### src/rtl/dcmac_0_rst_seq_pkg.sv
// Shared types and helpers for the DCMAC reset sequencer.
// Latency: n/a (types, constants and pure functions only).
// Backpressure: n/a.
//
// Holds the sequencer state encoding, the registered output bundle, the
// per-state counter width helper and the retry counter width.
package dcmac_0_rst_seq_pkg;

    // Encoding is exported on seq_state, so the values are fixed here.
    typedef enum logic [2:0] {
        S_HOLD    = 3'd0,
        S_GT_WAIT = 3'd1,
        S_CORE    = 3'd2,
        S_TX      = 3'd3,
        S_RX_WAIT = 3'd4,
        S_DONE    = 3'd5,
        S_FAIL    = 3'd6
    } seq_state_e;

    localparam int               RETRY_W   = 4;
    localparam logic [RETRY_W-1:0] RETRY_SAT = '1;

    // All registered status outputs, kept together so they are always
    // derived from one state value in one place.
    typedef struct packed {
        logic gt_reset;
        logic core_reset;
        logic tx_reset;
        logic rx_reset;
        logic seq_done;
        logic seq_fail;
    } seq_outs_t;

    localparam seq_outs_t SEQ_OUTS_RST = '{
        gt_reset: 1'b1, core_reset: 1'b1, tx_reset: 1'b1, rx_reset: 1'b1,
        seq_done: 1'b0, seq_fail: 1'b0
    };

    // Per-state counter width: wide enough for the longer of the two timeouts.
    function automatic int cnt_width(input int lock_to, input int align_to);
        int m;
        m = (lock_to > align_to) ? lock_to : align_to;
        return (m < 2) ? 1 : $clog2(m);
    endfunction

    // Resets are released cumulatively as the sequence advances; S_FAIL and
    // any unused encoding hold everything in reset.
    function automatic seq_outs_t outs_for(input seq_state_e s);
        seq_outs_t o;
        o = SEQ_OUTS_RST;
        case (s)
            S_GT_WAIT: begin
                o.gt_reset = 1'b0;
            end
            S_CORE: begin
                o.gt_reset   = 1'b0;
                o.core_reset = 1'b0;
            end
            S_TX: begin
                o.gt_reset   = 1'b0;
                o.core_reset = 1'b0;
                o.tx_reset   = 1'b0;
            end
            S_RX_WAIT: begin
                o.gt_reset   = 1'b0;
                o.core_reset = 1'b0;
                o.tx_reset   = 1'b0;
                o.rx_reset   = 1'b0;
            end
            S_DONE: begin
                o.gt_reset   = 1'b0;
                o.core_reset = 1'b0;
                o.tx_reset   = 1'b0;
                o.rx_reset   = 1'b0;
                o.seq_done   = 1'b1;
            end
            S_FAIL: begin
                o.seq_fail = 1'b1;
            end
            default: ;
        endcase
        return o;
    endfunction

endpackage

### src/rtl/dcmac_0_rst_seq_sync.sv
// Multi-stage bit synchronizer for asynchronous status inputs.
// Latency: STAGES clk cycles from d_i change to q_o change.
// Backpressure: none; samples every cycle.
//
// Ports: clk, rst (async active-high, clears the chain to 0),
//        d_i (asynchronous input), q_o (synchronized output).
module dcmac_0_rst_seq_sync #(
    parameter int STAGES = 3
) (
    input  logic clk,
    input  logic rst,
    input  logic d_i,
    output logic q_o
);

    (* ASYNC_REG = "TRUE" *) logic [STAGES-1:0] sync_q;

    always_ff @(posedge clk or posedge rst) begin
        if (rst) begin
            sync_q <= '0;
        end else begin
            sync_q <= {sync_q[STAGES-2:0], d_i};
        end
    end

    assign q_o = sync_q[STAGES-1];

endmodule

### src/rtl/dcmac_0_reset_sequencer.sv
// Power-up / recovery reset sequencer for the DCMAC: releases GT, core, TX, RX resets in order.
// Latency: all outputs registered; gt_lock/rx_aligned act SYNC_STAGES cycles after they change.
// Backpressure: none; soft_reset_req is a single-cycle pulse honoured in any state.
//
// Ports: clk, reset_async (async active-high), soft_reset_req, gt_lock and
//        rx_aligned (asynchronous status) in; gt_reset, core_reset, tx_reset,
//        rx_reset, seq_done, seq_fail, retry_cnt[3:0], seq_state[2:0] out.
// Build option: define DCMAC_0_RST_SEQ_RETRY_EN to retry after a timeout
// (up to MAX_RETRY); otherwise the first timeout goes straight to S_FAIL.
// HOLD_CYCLES and SETTLE_CYCLES must not exceed the larger timeout, since
// they share the per-state counter.
module dcmac_0_reset_sequencer
    import dcmac_0_rst_seq_pkg::*;
#(
    parameter int HOLD_CYCLES   = 64,
    parameter int SETTLE_CYCLES = 16,
    parameter int LOCK_TIMEOUT  = 1048576,
    parameter int ALIGN_TIMEOUT = 1048576,
    parameter int MAX_RETRY     = 3,
    parameter int SYNC_STAGES   = 3
) (
    input  logic               clk,
    input  logic               reset_async,
    input  logic               soft_reset_req,
    input  logic               gt_lock,
    input  logic               rx_aligned,
    output logic               gt_reset,
    output logic               core_reset,
    output logic               tx_reset,
    output logic               rx_reset,
    output logic               seq_done,
    output logic               seq_fail,
    output logic [RETRY_W-1:0] retry_cnt,
    output logic [2:0]         seq_state
);

`ifdef DCMAC_0_RST_SEQ_RETRY_EN
    localparam bit RETRY_EN = 1'b1;
`else
    localparam bit RETRY_EN = 1'b0;
`endif

    localparam int CNT_W = cnt_width(LOCK_TIMEOUT, ALIGN_TIMEOUT);

    // Timed states exit when the counter reaches N-1, giving exactly N cycles.
    localparam logic [CNT_W-1:0] HOLD_LAST   = CNT_W'(HOLD_CYCLES - 1);
    localparam logic [CNT_W-1:0] SETTLE_LAST = CNT_W'(SETTLE_CYCLES - 1);
    localparam logic [CNT_W-1:0] LOCK_LAST   = CNT_W'(LOCK_TIMEOUT - 1);
    localparam logic [CNT_W-1:0] ALIGN_LAST  = CNT_W'(ALIGN_TIMEOUT - 1);
    localparam logic [CNT_W-1:0] CNT_SAT     = '1;

    localparam logic [RETRY_W-1:0] MAX_RETRY_L = RETRY_W'(MAX_RETRY);

    logic gt_lock_s;
    logic rx_aligned_s;

    seq_state_e         state_q, state_d;
    logic [CNT_W-1:0]   cnt_q, cnt_d;
    logic [RETRY_W-1:0] retry_q, retry_d;
    seq_outs_t          outs_q;

    logic               lock_lost;
    logic               timed_out;
    logic [RETRY_W-1:0] retry_inc;

    dcmac_0_rst_seq_sync #(.STAGES(SYNC_STAGES)) u_sync_lock (
        .clk (clk),
        .rst (reset_async),
        .d_i (gt_lock),
        .q_o (gt_lock_s)
    );

    dcmac_0_rst_seq_sync #(.STAGES(SYNC_STAGES)) u_sync_align (
        .clk (clk),
        .rst (reset_async),
        .d_i (rx_aligned),
        .q_o (rx_aligned_s)
    );

    always_comb begin
        state_d   = state_q;
        retry_d   = retry_q;
        lock_lost = !gt_lock_s &&
                    (state_q inside {S_CORE, S_TX, S_RX_WAIT, S_DONE});
        timed_out = ((state_q == S_GT_WAIT) && (cnt_q == LOCK_LAST)) ||
                    ((state_q == S_RX_WAIT) && (cnt_q == ALIGN_LAST));
        retry_inc = (retry_q == RETRY_SAT) ? retry_q : retry_q + 1'b1;

        // Priority: soft restart, lock loss, timeout, then normal progress.
        if (soft_reset_req) begin
            state_d = S_HOLD;
            retry_d = '0;
        end else if (lock_lost) begin
            state_d = S_HOLD;
        end else if (timed_out) begin
            retry_d = retry_inc;
            // The post-increment count decides whether another attempt is allowed.
            state_d = (RETRY_EN && (retry_inc < MAX_RETRY_L)) ? S_HOLD : S_FAIL;
        end else begin
            case (state_q)
                S_HOLD:    if (cnt_q == HOLD_LAST)   state_d = S_GT_WAIT;
                S_GT_WAIT: if (gt_lock_s)            state_d = S_CORE;
                S_CORE:    if (cnt_q == SETTLE_LAST) state_d = S_TX;
                S_TX:      if (cnt_q == SETTLE_LAST) state_d = S_RX_WAIT;
                S_RX_WAIT: if (rx_aligned_s)         state_d = S_DONE;
                // Alignment loss re-enters the wait with a fresh timeout.
                S_DONE:    if (!rx_aligned_s)        state_d = S_RX_WAIT;
                S_FAIL:    state_d = S_FAIL;
                default:   state_d = S_HOLD;
            endcase
        end

        // Counter restarts on every state entry, including S_HOLD re-entry
        // from a soft restart; it saturates rather than wrapping.
        if (soft_reset_req || (state_d != state_q)) begin
            cnt_d = '0;
        end else if (cnt_q == CNT_SAT) begin
            cnt_d = cnt_q;
        end else begin
            cnt_d = cnt_q + 1'b1;
        end
    end

    always_ff @(posedge clk or posedge reset_async) begin
        if (reset_async) begin
            state_q <= S_HOLD;
            cnt_q   <= '0;
            retry_q <= '0;
            outs_q  <= SEQ_OUTS_RST;
        end else begin
            state_q <= state_d;
            cnt_q   <= cnt_d;
            retry_q <= retry_d;
            // Outputs decoded from the next state so they switch with state_q.
            outs_q  <= outs_for(state_d);
        end
    end

    assign gt_reset   = outs_q.gt_reset;
    assign core_reset = outs_q.core_reset;
    assign tx_reset   = outs_q.tx_reset;
    assign rx_reset   = outs_q.rx_reset;
    assign seq_done   = outs_q.seq_done;
    assign seq_fail   = outs_q.seq_fail;
    assign retry_cnt  = retry_q;
    assign seq_state  = state_q;

endmodule

### config.mk
export PLATFORM = sky130hd
export DESIGN_NAME = dcmac_0_reset_sequencer
export DESIGN_NICKNAME = d
export VERILOG_FILES = /design/src/rtl/dcmac_0_rst_seq_pkg.sv /design/src/rtl/dcmac_0_rst_seq_sync.sv /design/src/rtl/dcmac_0_reset_sequencer.sv
export SDC_FILE = /design/constraint.sdc
export NUM_CORES = 1
export LEC_CHECK = 0
export CORE_MARGIN = 2
export CORE_UTILIZATION = 45
export DETAILED_ROUTE_END_ITERATION = 6
export GPL_TIMING_DRIVEN = 0
export PLACE_DENSITY = 0.66
export SKIP_LAST_GASP = 1
export SLEW_MARGIN = 20
export SYNTH_ARGS = -nofsm -noshare
export SYNTH_HDL_FRONTEND = slang
export SYNTH_SLANG_ARGS = --single-unit
### constraint.sdc
create_clock -name clk -period 4.52 [get_ports clk]
set_input_delay 0.452 -clock clk [delete_from_list [all_inputs] [get_ports clk]]
set_output_delay 0.452 -clock clk [all_outputs]
set_load 0.03 [all_outputs]
==> impl_metrics.yaml, run 1 <==
run_status:
  status: "finished, final reports clean"
placed_design:
  placed_area_um2: 2310
  gp_congestion: 0.872
  post-dp-hpwl_um: 3080
  pre_cts_ws_ns: 1.91
  io_buffers: 17
global_routing:
  grt_pass1_wl_um: 7180
  grtUsageTotal_pct: 17.9
  grt.overflow.total: 0
  grt_max_degree: 22
  grt_pass1_vias: 1474
  antenna_found_initial: 0
clock_tree:
  path_clk_slew_ns: 0.08
  cts_buffers: 5
  clock_path_buffers: 2
  htree_levels: 2
  cts_num_sinks: 39
  postCtsSetupBuffers: 0
  cts_tree: "yes"
  insertion_delay_ns: 0.29
  post_cts_resized: 0
  root_buffer: "clkbuf_8"
  ctsHoldBuffers: 0
finish:
  layout-drive-gt1-share_pct: 11.2
  final_nets: 238
  antenna_cells: 0
  multi_input_area_um2: 981
  final_area_um2: 2390
  mostFrequentLayoutCells: "35 x dfrtp_1, 23 x nor2_1, 20 x nor3_1"
  ff_latch_area_um2: 981
  num-fill-cells: 395
  final_common_cell: "dfrtp_1"
  syn2layout_area_growth_pct: 16.9
power_and_ir_drop:
  ir_drop_v: 0.000191
  p_leak_nw: 0.957
  finalPower_w: 0.000612
  powerDensity_nw_per_um2: 256
logic_synthesis:
  syn_area_per_cell_um2: 9.93
  synthTopCellsByArea: "dfrtp_1 43%, xnor2_1 6.9%, dfstp_2 5.1%"
  synth_top_area_cell: "dfrtp_1"
  synth_cells: 206
  ys.flop_type: "dfrtp_1"
  synth-async-reset-ratio_pct: 100
  mappedNetlistArea_um2: 2050
  synth_seq_area_share_pct: 48.0
  ys_ff_latch: 39
  yosysUniqueCellTypes: 44
  synth_edf_count: 0
  synth_warnings: 0
  syn_nets: 213
  synth_top_area_share_pct: 42.8
drt:
  route.vias.total: 1640
  drt_iter0_drc: 75
  viasPerCell: 5.77
  drc: 0
  drt_pass1_iterations: 4
  wl_per_cell_um: 14.8
  finalWirelength_um: 4200
  ant_nets: 0
floorplanning:
  io_pins: 18
  start_util_pct: 47.0
  fp.dieW_um: 71.4
  fp.dieH_um: 71.4
  rows: 24
  core_area_um2: 4350
  dieArea_um2: 5100
setup_path:
  cp_top_family: "simple AND/OR/NAND/NOR gates"
  crit_type: "reg -> reg"
  cp_num_buf_inv: 1
  cp-end-kind: "flip-flop"
  critPathRequiredTime_ns: 4.69
  cp_cell_sequence: "ha_1, nand3_1, nor2_1, nand2_1, o22a_1, o221ai_1, buf_2, nor3_1"
  arrival_ns: 2.81
  start_kind: "flip-flop"
  max_stage_delay_ns: 0.51
  critPathSlowestCell: "nor2_1"
  path_max_fanout: 10
timing:
  rsz0062_at_grt: "false"
  timing.fmax_ghz: 0.378
  tightest_slew_ns: 0.589
  fin_crit_sh_pct: 58.5
  slew_violations: 0
  relSlewSlack_pct: 60.6
  hold_viol_final: 0
  setup_violations: 0
  timing.hold.ws_ns: 0.353
  final.setup.tns_ns: 0
  period_minus_slack_ns: 2.64
  setup_slack_ns: 1.88
  skew_ns: 0.00347
min_path:
  min_path_type: "reg -> reg"
run:
  cap_viol_max_count: 0
-- worst reg2reg max path: cells and delay by family (launching register included) --
family / cells / cell delay, ns
DFF: 1 / 0.42
and+or+nand+nor: 4 / 1.13
AOI/OAI and AO/OA: 2 / 0.44
buffers and inverters: 1 / 0.30
adders and majority gates: 1 / 0.24
-- power by group --
group	leakage, nW	internal, W	total [W]	switching [W]
sequential	0.515	0.000354	0.000357	0.00000373
clock	0.0477	0.000106	0.000228	0.000123
combinational	0.395	0.0000105	0.0000264	0.0000160
-- through the flow --
stage / utilization (%) / std cells
2_1_floorplan: - / 206
4_1_cts: 54.9 / 284
5_1_grt: 54.9 / 284
3_5_place_dp: 53.0 / 276
3_3_place_gp: 52.4 / 275
6_report: 54.9 / 284
-- final timing paths --
check,from,end,slack (ns),depth (start not counted)
setup reg to reg,cnt_q[0],cnt_q[3],1.88,8
max in group asynchronous,reset_async,tx_reset,3.50,3
setup / recovery,cnt_q[0],cnt_q[3],1.88,8
hold / removal,u_sync_lock.sync_q[1],u_sync_lock.sync_q[2],0.35,0
min in group asynchronous,reset_async,cnt_q[11],0.48,2
hold reg to reg,u_sync_lock.sync_q[1],u_sync_lock.sync_q[2],0.35,0
-- state kept, by name (all words and copies together), names as in the netlist --
signal,count
cnt_q,20
seq_state,3
u_sync_align.sync_q,3
retry_cnt,4
tx_reset,1
core_reset,1
rx_reset,1
u_sync_lock.sync_q,3
seq_done,1
seq_fail,1
gt_reset,1
-- cells by family after synthesis --
group	synth area share, %
AO/OA/AOI/OAI	12.0
flip-flops	48.0
adder cells (fa/ha/maj)	1.22
AND/OR/NAND/NOR	24.2
multiplexers	2.45
buffers and inverters	4.10
XOR/XNOR	8.13
-- final cells by class --
cell class	instances	area share, %
buffer	11	2.56
clock inverter	3	0.628
timing repair buffer	18	8.26
tap	52	2.72
inverter	6	0.941
clock buffer	5	2.88
sequential	39	41.0
multi-input combinational	150	41.0
-- cells in the mapped netlist, types with 2 or more instances --
master     number
a2111oi_2       2
a211o_1         2
a21oi_1         6
a31oi_1         2
and3_1          5
and4_1          2
buf_2           4
buf_6           2
clkbuf_1        5
dfrtp_1        35
dfstp_2         4
ha_1            2
inv_1           6
mux2i_1         5
nand2_1        10
nand3_1        14
nand3b_1        2
nand4_1         7
nor2_1         23
nor3_1         20
nor4_1          4
o21ai_0         2
or3_1           4
xnor2_1        16
xor2_1          3
-- metal layers --
metal  track usage (%)  share of wire, %
met2              26.2                45
met5                 0                 0
met3              3.80               4.3
met1              26.0                50
met4              6.71              0.95
Note: power is estimated with default switching activity, not from simulation.
==> inputs of run 2 (changes only) <==
Settings changed: PLACE_DENSITY 0.66 to 0.68.
Clock period 4.52 ns to 2.1 ns, I/O delays scaled along.
==> impl_metrics.yaml, run 2 (synthesis gave the netlist of run 1 again) <==
timing:
  relSlewSlack_pct: 68.6
  skew_ns: 0.00937
  period_minus_slack_ns: 2.14
  setup_slack_ns: -0.0425
  rsz0062_at_grt: "true"
  slew_violations: 0
  fin_crit_sh_pct: 102
  timing.fmax_ghz: 0.467
  hold_viol_final: 0
  setup_violations: 21
  tightest_slew_ns: 0.471
floorplanning:
  dieArea_um2: 5100
  rows: 24
  fp.dieW_um: 71.4
  core_area_um2: 4350
  start_util_pct: 47.0
  fp.dieH_um: 71.4
  io_pins: 18
power_and_ir_drop:
  sequentialPowerShare_pct: 51.6
  swShare_pct: 21.1
  p_clk_share_pct: 43.4
  p_switching_w: 0.000315
  p_leak_nw: 1.04
  ir_drop_v: 0.000516
  p_int_w: 0.00118
  comb_power_share_pct: 5.0
  powerDensity_nw_per_um2: 564
clock_tree:
  path_clk_slew_ns: 0.08
  insertion_delay_ns: 0.29
  root_buffer: "clkbuf_8"
  htree_levels: 2
  cts_tree: "yes"
  cts_num_sinks: 39
  ctsHoldBuffers: 0
  cts_buffers: 5
  clock_path_buffers: 2
global_routing:
  grt_max_degree: 24
  antenna_found_initial: 0
  grt_pass1_vias: 1675
  grt_pass1_wl_um: 7710
  grt.overflow.total: 0
  grtUsageTotal_pct: 19.2
drt:
  drt_iter0_drc: 81
  route.vias.total: 1687
  finalWirelength_um: 4540
  drc: 0
  ant_nets: 0
  wl_per_cell_um: 15.5
  viasPerCell: 5.78
  drt_pass1_iterations: 5
finish:
  num-fill-cells: 361
  syn2layout_area_growth_pct: 29.4
  largest_register: "cnt_q"
  antenna_cells: 0
  layout-drive-gt1-share_pct: 24.6
  final_nets: 246
  stdcell_count: 292
  mostFrequentLayoutCells: "30 x dfrtp_1, 20 x nor2_1, 19 x nor3_1"
  final_common_cell: "dfrtp_1"
  largest_reg_flops: 20
placed_design:
  post-dp-hpwl_um: 2990
  pre_cts_ws_ns: -0.468
  io_buffers: 17
  dpl.cell_count: 276
  gp_congestion: 0.807
setup_path:
  cp-end-kind: "flip-flop"
  arrival_ns: 2.32
  critPathRequiredTime_ns: 2.28
  crit_type: "reg -> reg"
  path_max_fanout: 10
  start_kind: "flip-flop"
run:
  cap_viol_max_count: 0
run_status:
  status: "complete, but fails checks"
  violations: "negative setup slack"
min_path:
  min_path_type: "in -> async"
[run 2: what timing repair did]
item | in CTS | in global routing
pin swaps | 3 | 6
gates resized for setup | 16 | 19
endpoints found under the setup margin | 28 | 27
buffers inserted | 4 | 7
[run 2: power groups by stage]
stage | clock [W] | combinational [W] | sequential (W)
floorplan | 0 | 0.0000335 | 0.000782
global placement | 0 | 0.0000506 | 0.000784
detailed placement | 0 | 0.0000589 | 0.000784
CTS | 0.000659 | 0.0000697 | 0.000768
global route | 0.000690 | 0.0000837 | 0.000771
finish | 0.000648 | 0.0000751 | 0.000770
[run 2: area by class of cell]
cell class	instances	area (µm²)	area share, %
buffer	8	70.1	2.65
clock buffer	6	82.6	3.12
clock inverter	2	35.0	1.32
inverter	6	22.5	0.851
multi-input combinational	150	1100	41.6
sequential	39	987	37.3
tap	52	65.1	2.46
timing repair buffer	29	284	10.7
[run 2: final timing paths]
| check | from | to | slack, ns | cells after the start |
|---|---|---|---|---|
| setup / recovery | cnt_q[17] | cnt_q[0] | -0.04 | 8 |
| hold / removal | reset_async | cnt_q[4] | 0.21 | 2 |
| setup reg to reg | cnt_q[17] | cnt_q[0] | -0.04 | 8 |
| hold reg to reg | u_sync_lock.sync_q[0] | u_sync_lock.sync_q[1] | 0.35 | 0 |
| max in group asynchronous | reset_async | gt_reset | 1.38 | 3 |
| min in group clk | u_sync_lock.sync_q[0] | u_sync_lock.sync_q[1] | 0.35 | 0 |
[run 2: per-stage QoR]
step / hold slack [ns] / area (µm²) / TNS (ns) / utilization [%] / power, W
after floorplan: 0.241 / 2050 / 0 / - / 0.000815
after global placement: 0.332 / 2280 / -10.52 / 52.5 / 0.000834
after detailed placement: 0.336 / 2310 / -10.36 / 53.1 / 0.000843
after CTS: 0.223 / 2520 / -0.399 / 58.0 / 0.00150
after global routing: 0.263 / 2650 / -3.13 / 60.8 / 0.00155
final: 0.213 / 2650 / -0.602 / 60.8 / 0.00149
[run 2: layer usage]
metal / GRT usage (%) / share of wire [%] / vias to the layer above / wire length [µm]
li1: - / - / 813 / -
met1: 26.9 / 45 / 833 / 2060
met2: 29.6 / 50 / 34 / 2250
met3: 4.22 / 3.7 / 7 / 166
met4: 6.71 / 1.4 / 0 / 62
met5: 0 / 0 / - / 0
[run 2: worst max-delay path, cell delays in order, from the launching register on]
cell and delay [ns]:
dfrtp_1 0.46, nand4_1 0.20, nor3_2 0.29, buf_4 0.22
nand3b_1 0.12, a2bb2oi_1 0.16, o221ai_2 0.24, buf_4 0.26
nor3_1 0.09
==> inputs of run 3 (changes only) <==
Settings changed: PLACE_DENSITY 0.68 to 0.65, REMOVE_ABC_BUFFERS set to 1.
==> impl_metrics.yaml, run 3 (synthesis gave the netlist of run 1 again) <==
placed_design:
  io_buffers: 17
  placed_area_um2: 2280
  post-dp-hpwl_um: 2970
  gp_congestion: 0.905
  pre_cts_ws_ns: -0.849
drt:
  drt_iter0_drc: 138
  finalWirelength_um: 5280
  route.vias.total: 1779
  drt_pass1_iterations: 4
  wl_per_cell_um: 17.8
  drc: 0
  viasPerCell: 5.99
  ant_nets: 0
global_routing:
  grt_pass1_vias: 1723
  grt_max_degree: 22
  grt.overflow.total: 0
  grtUsageTotal_pct: 21.9
  antenna_found_initial: 0
  grt_pass1_wl_um: 8620
timing:
  timing.fmax_ghz: 0.454
  period_minus_slack_ns: 2.20
  relSlewSlack_pct: 67.4
  timing.hold.ws_ns: 0.245
  skew_ns: 0.00562
  tightest_slew_ns: 0.489
  slew_violations: 0
  setup_slack_ns: -0.105
  fin_crit_sh_pct: 105
  setup_violations: 23
  hold_viol_final: 0
  rsz0062_at_grt: "true"
setup_path:
  start_kind: "flip-flop"
  crit_type: "reg -> reg"
  cp_cell_sequence: "or3b_4, a2111oi_4, mux2i_4, o211ai_4, mux2i_4, buf_6, a2111oi_4"
  critPathRequiredTime_ns: 2.25
  cp-end-kind: "flip-flop"
  worstSetupStartpoint: "cnt_q[4]"
  cp-endpoint: "cnt_q[6]"
  rr_endpoint: "cnt_q[6]"
  critPathSlowestCell: "dfrtp_2"
  max_stage_delay_ns: 0.41
  arrival_ns: 2.36
  path_max_fanout: 4
  rrSetupSlack_ns: -0.10
  r2r-start: "cnt_q[4]"
  rr_worst_depth: 7
finish:
  syn2layout_area_growth_pct: 39.6
  ff_latch_area_um2: 987
  largest_reg_flops: 20
  antenna_cells: 0
  largest_register: "cnt_q"
  multi_input_area_um2: 1270
  final_area_um2: 2860
  final_common_cell: "dfrtp_1"
  final_nets: 251
  layout-drive-gt1-share_pct: 32.7
  mostFrequentLayoutCells: "30 x dfrtp_1, 20 x nor2_1, 17 x clkdlybuf4s50_1"
  num-fill-cells: 337
run:
  cap_viol_max_count: 0
floorplanning:
  start_util_pct: 47.0
  fp.dieW_um: 71.4
  core_area_um2: 4350
  rows: 24
  fp.dieH_um: 71.4
  dieArea_um2: 5100
  io_pins: 18
clock_tree:
  cts_tree: "yes"
  path_clk_slew_ns: 0.08
  root_buffer: "clkbuf_8"
  clock_path_buffers: 2
  htree_levels: 2
  cts_buffers: 5
  insertion_delay_ns: 0.29
  cts_num_sinks: 39
power_and_ir_drop:
  ir_drop_v: 0.000464
  p_leak_nw: 1.10
  powerDensity_nw_per_um2: 527
run_status:
  status: "complete, but fails checks"
  violations: "negative setup slack"
min_path:
  min_path_type: "in -> async"
## run 3: where the power goes
group	switching [W]	total, W	internal [W]
clock network	0.000262	0.000646	0.000384
logic	0.0000488	0.0000880	0.0000391
registers	0.00000894	0.000770	0.000761
total	0.000320	0.00150	0.00118
## run 3: worst min path at each step
| stage | cells after the start | end | start |
|---|---|---|---|
| after global placement | 0 | u_sync_lock.sync_q[2] | u_sync_lock.sync_q[1] |
| after floorplan | 0 | u_sync_align.sync_q[0] | rx_aligned |
| after global routing | 2 | u_sync_align.sync_q[2] | reset_async |
| final | 2 | cnt_q[19] | reset_async |
| after detailed placement | 0 | u_sync_lock.sync_q[2] | u_sync_lock.sync_q[1] |
| after CTS | 2 | cnt_q[9] | reset_async |
## run 3: per-layer routing
layer	track usage [%]	wire length [µm]	up-vias	part of all wire, %
li1	-	-	825	-
met1	28.5	2200	876	42
met2	34.9	2680	67	51
met3	5.49	324	11	6.1
met4	9.01	76	0	1.4
met5	0	0	-	0
## run 3: layout make-up
type / count / area share, %
multi-input cells: 152 / 44.3
clock inverters: 2 / 1.23
clock buffers: 6 / 2.89
well taps: 52 / 2.28
repair buffers: 40 / 13.8
inverters: 6 / 0.920
flip-flops and latches: 39 / 34.6
## run 3: what timing repair did
| action | in CTS | in global routing |
|---|---|---|
| pin swaps | 10 | 8 |
| buffers inserted | 17 | 4 |
| endpoints found under the setup margin | 28 | 28 |
| gates cloned | 2 | 0 |
| gates resized for setup | 30 | 20 |
| hold buffers | 0 | 0 |
## run 3: through the flow
stage	TNS [ns]	power, W	utilization, %	std cells
finish	-1.55	0.00150	65.6	297
global route	-3.69	0.00156	65.6	297
CTS	-0.470	0.00151	62.8	293
detailed placement	-18.27	0.000844	52.4	266
global placement	-47.69	0.000833	51.0	264
floorplan	-20.31	0.000814	-	195
## run 3: critical path, delay by kind of cell (launching register included)
kind / cells / cell delay, ns
muxes: 2 / 0.49
DFF: 1 / 0.41
buffers and inverters: 1 / 0.18
AOI/OAI and AO/OA: 3 / 0.59
and+or+nand+nor: 1 / 0.40
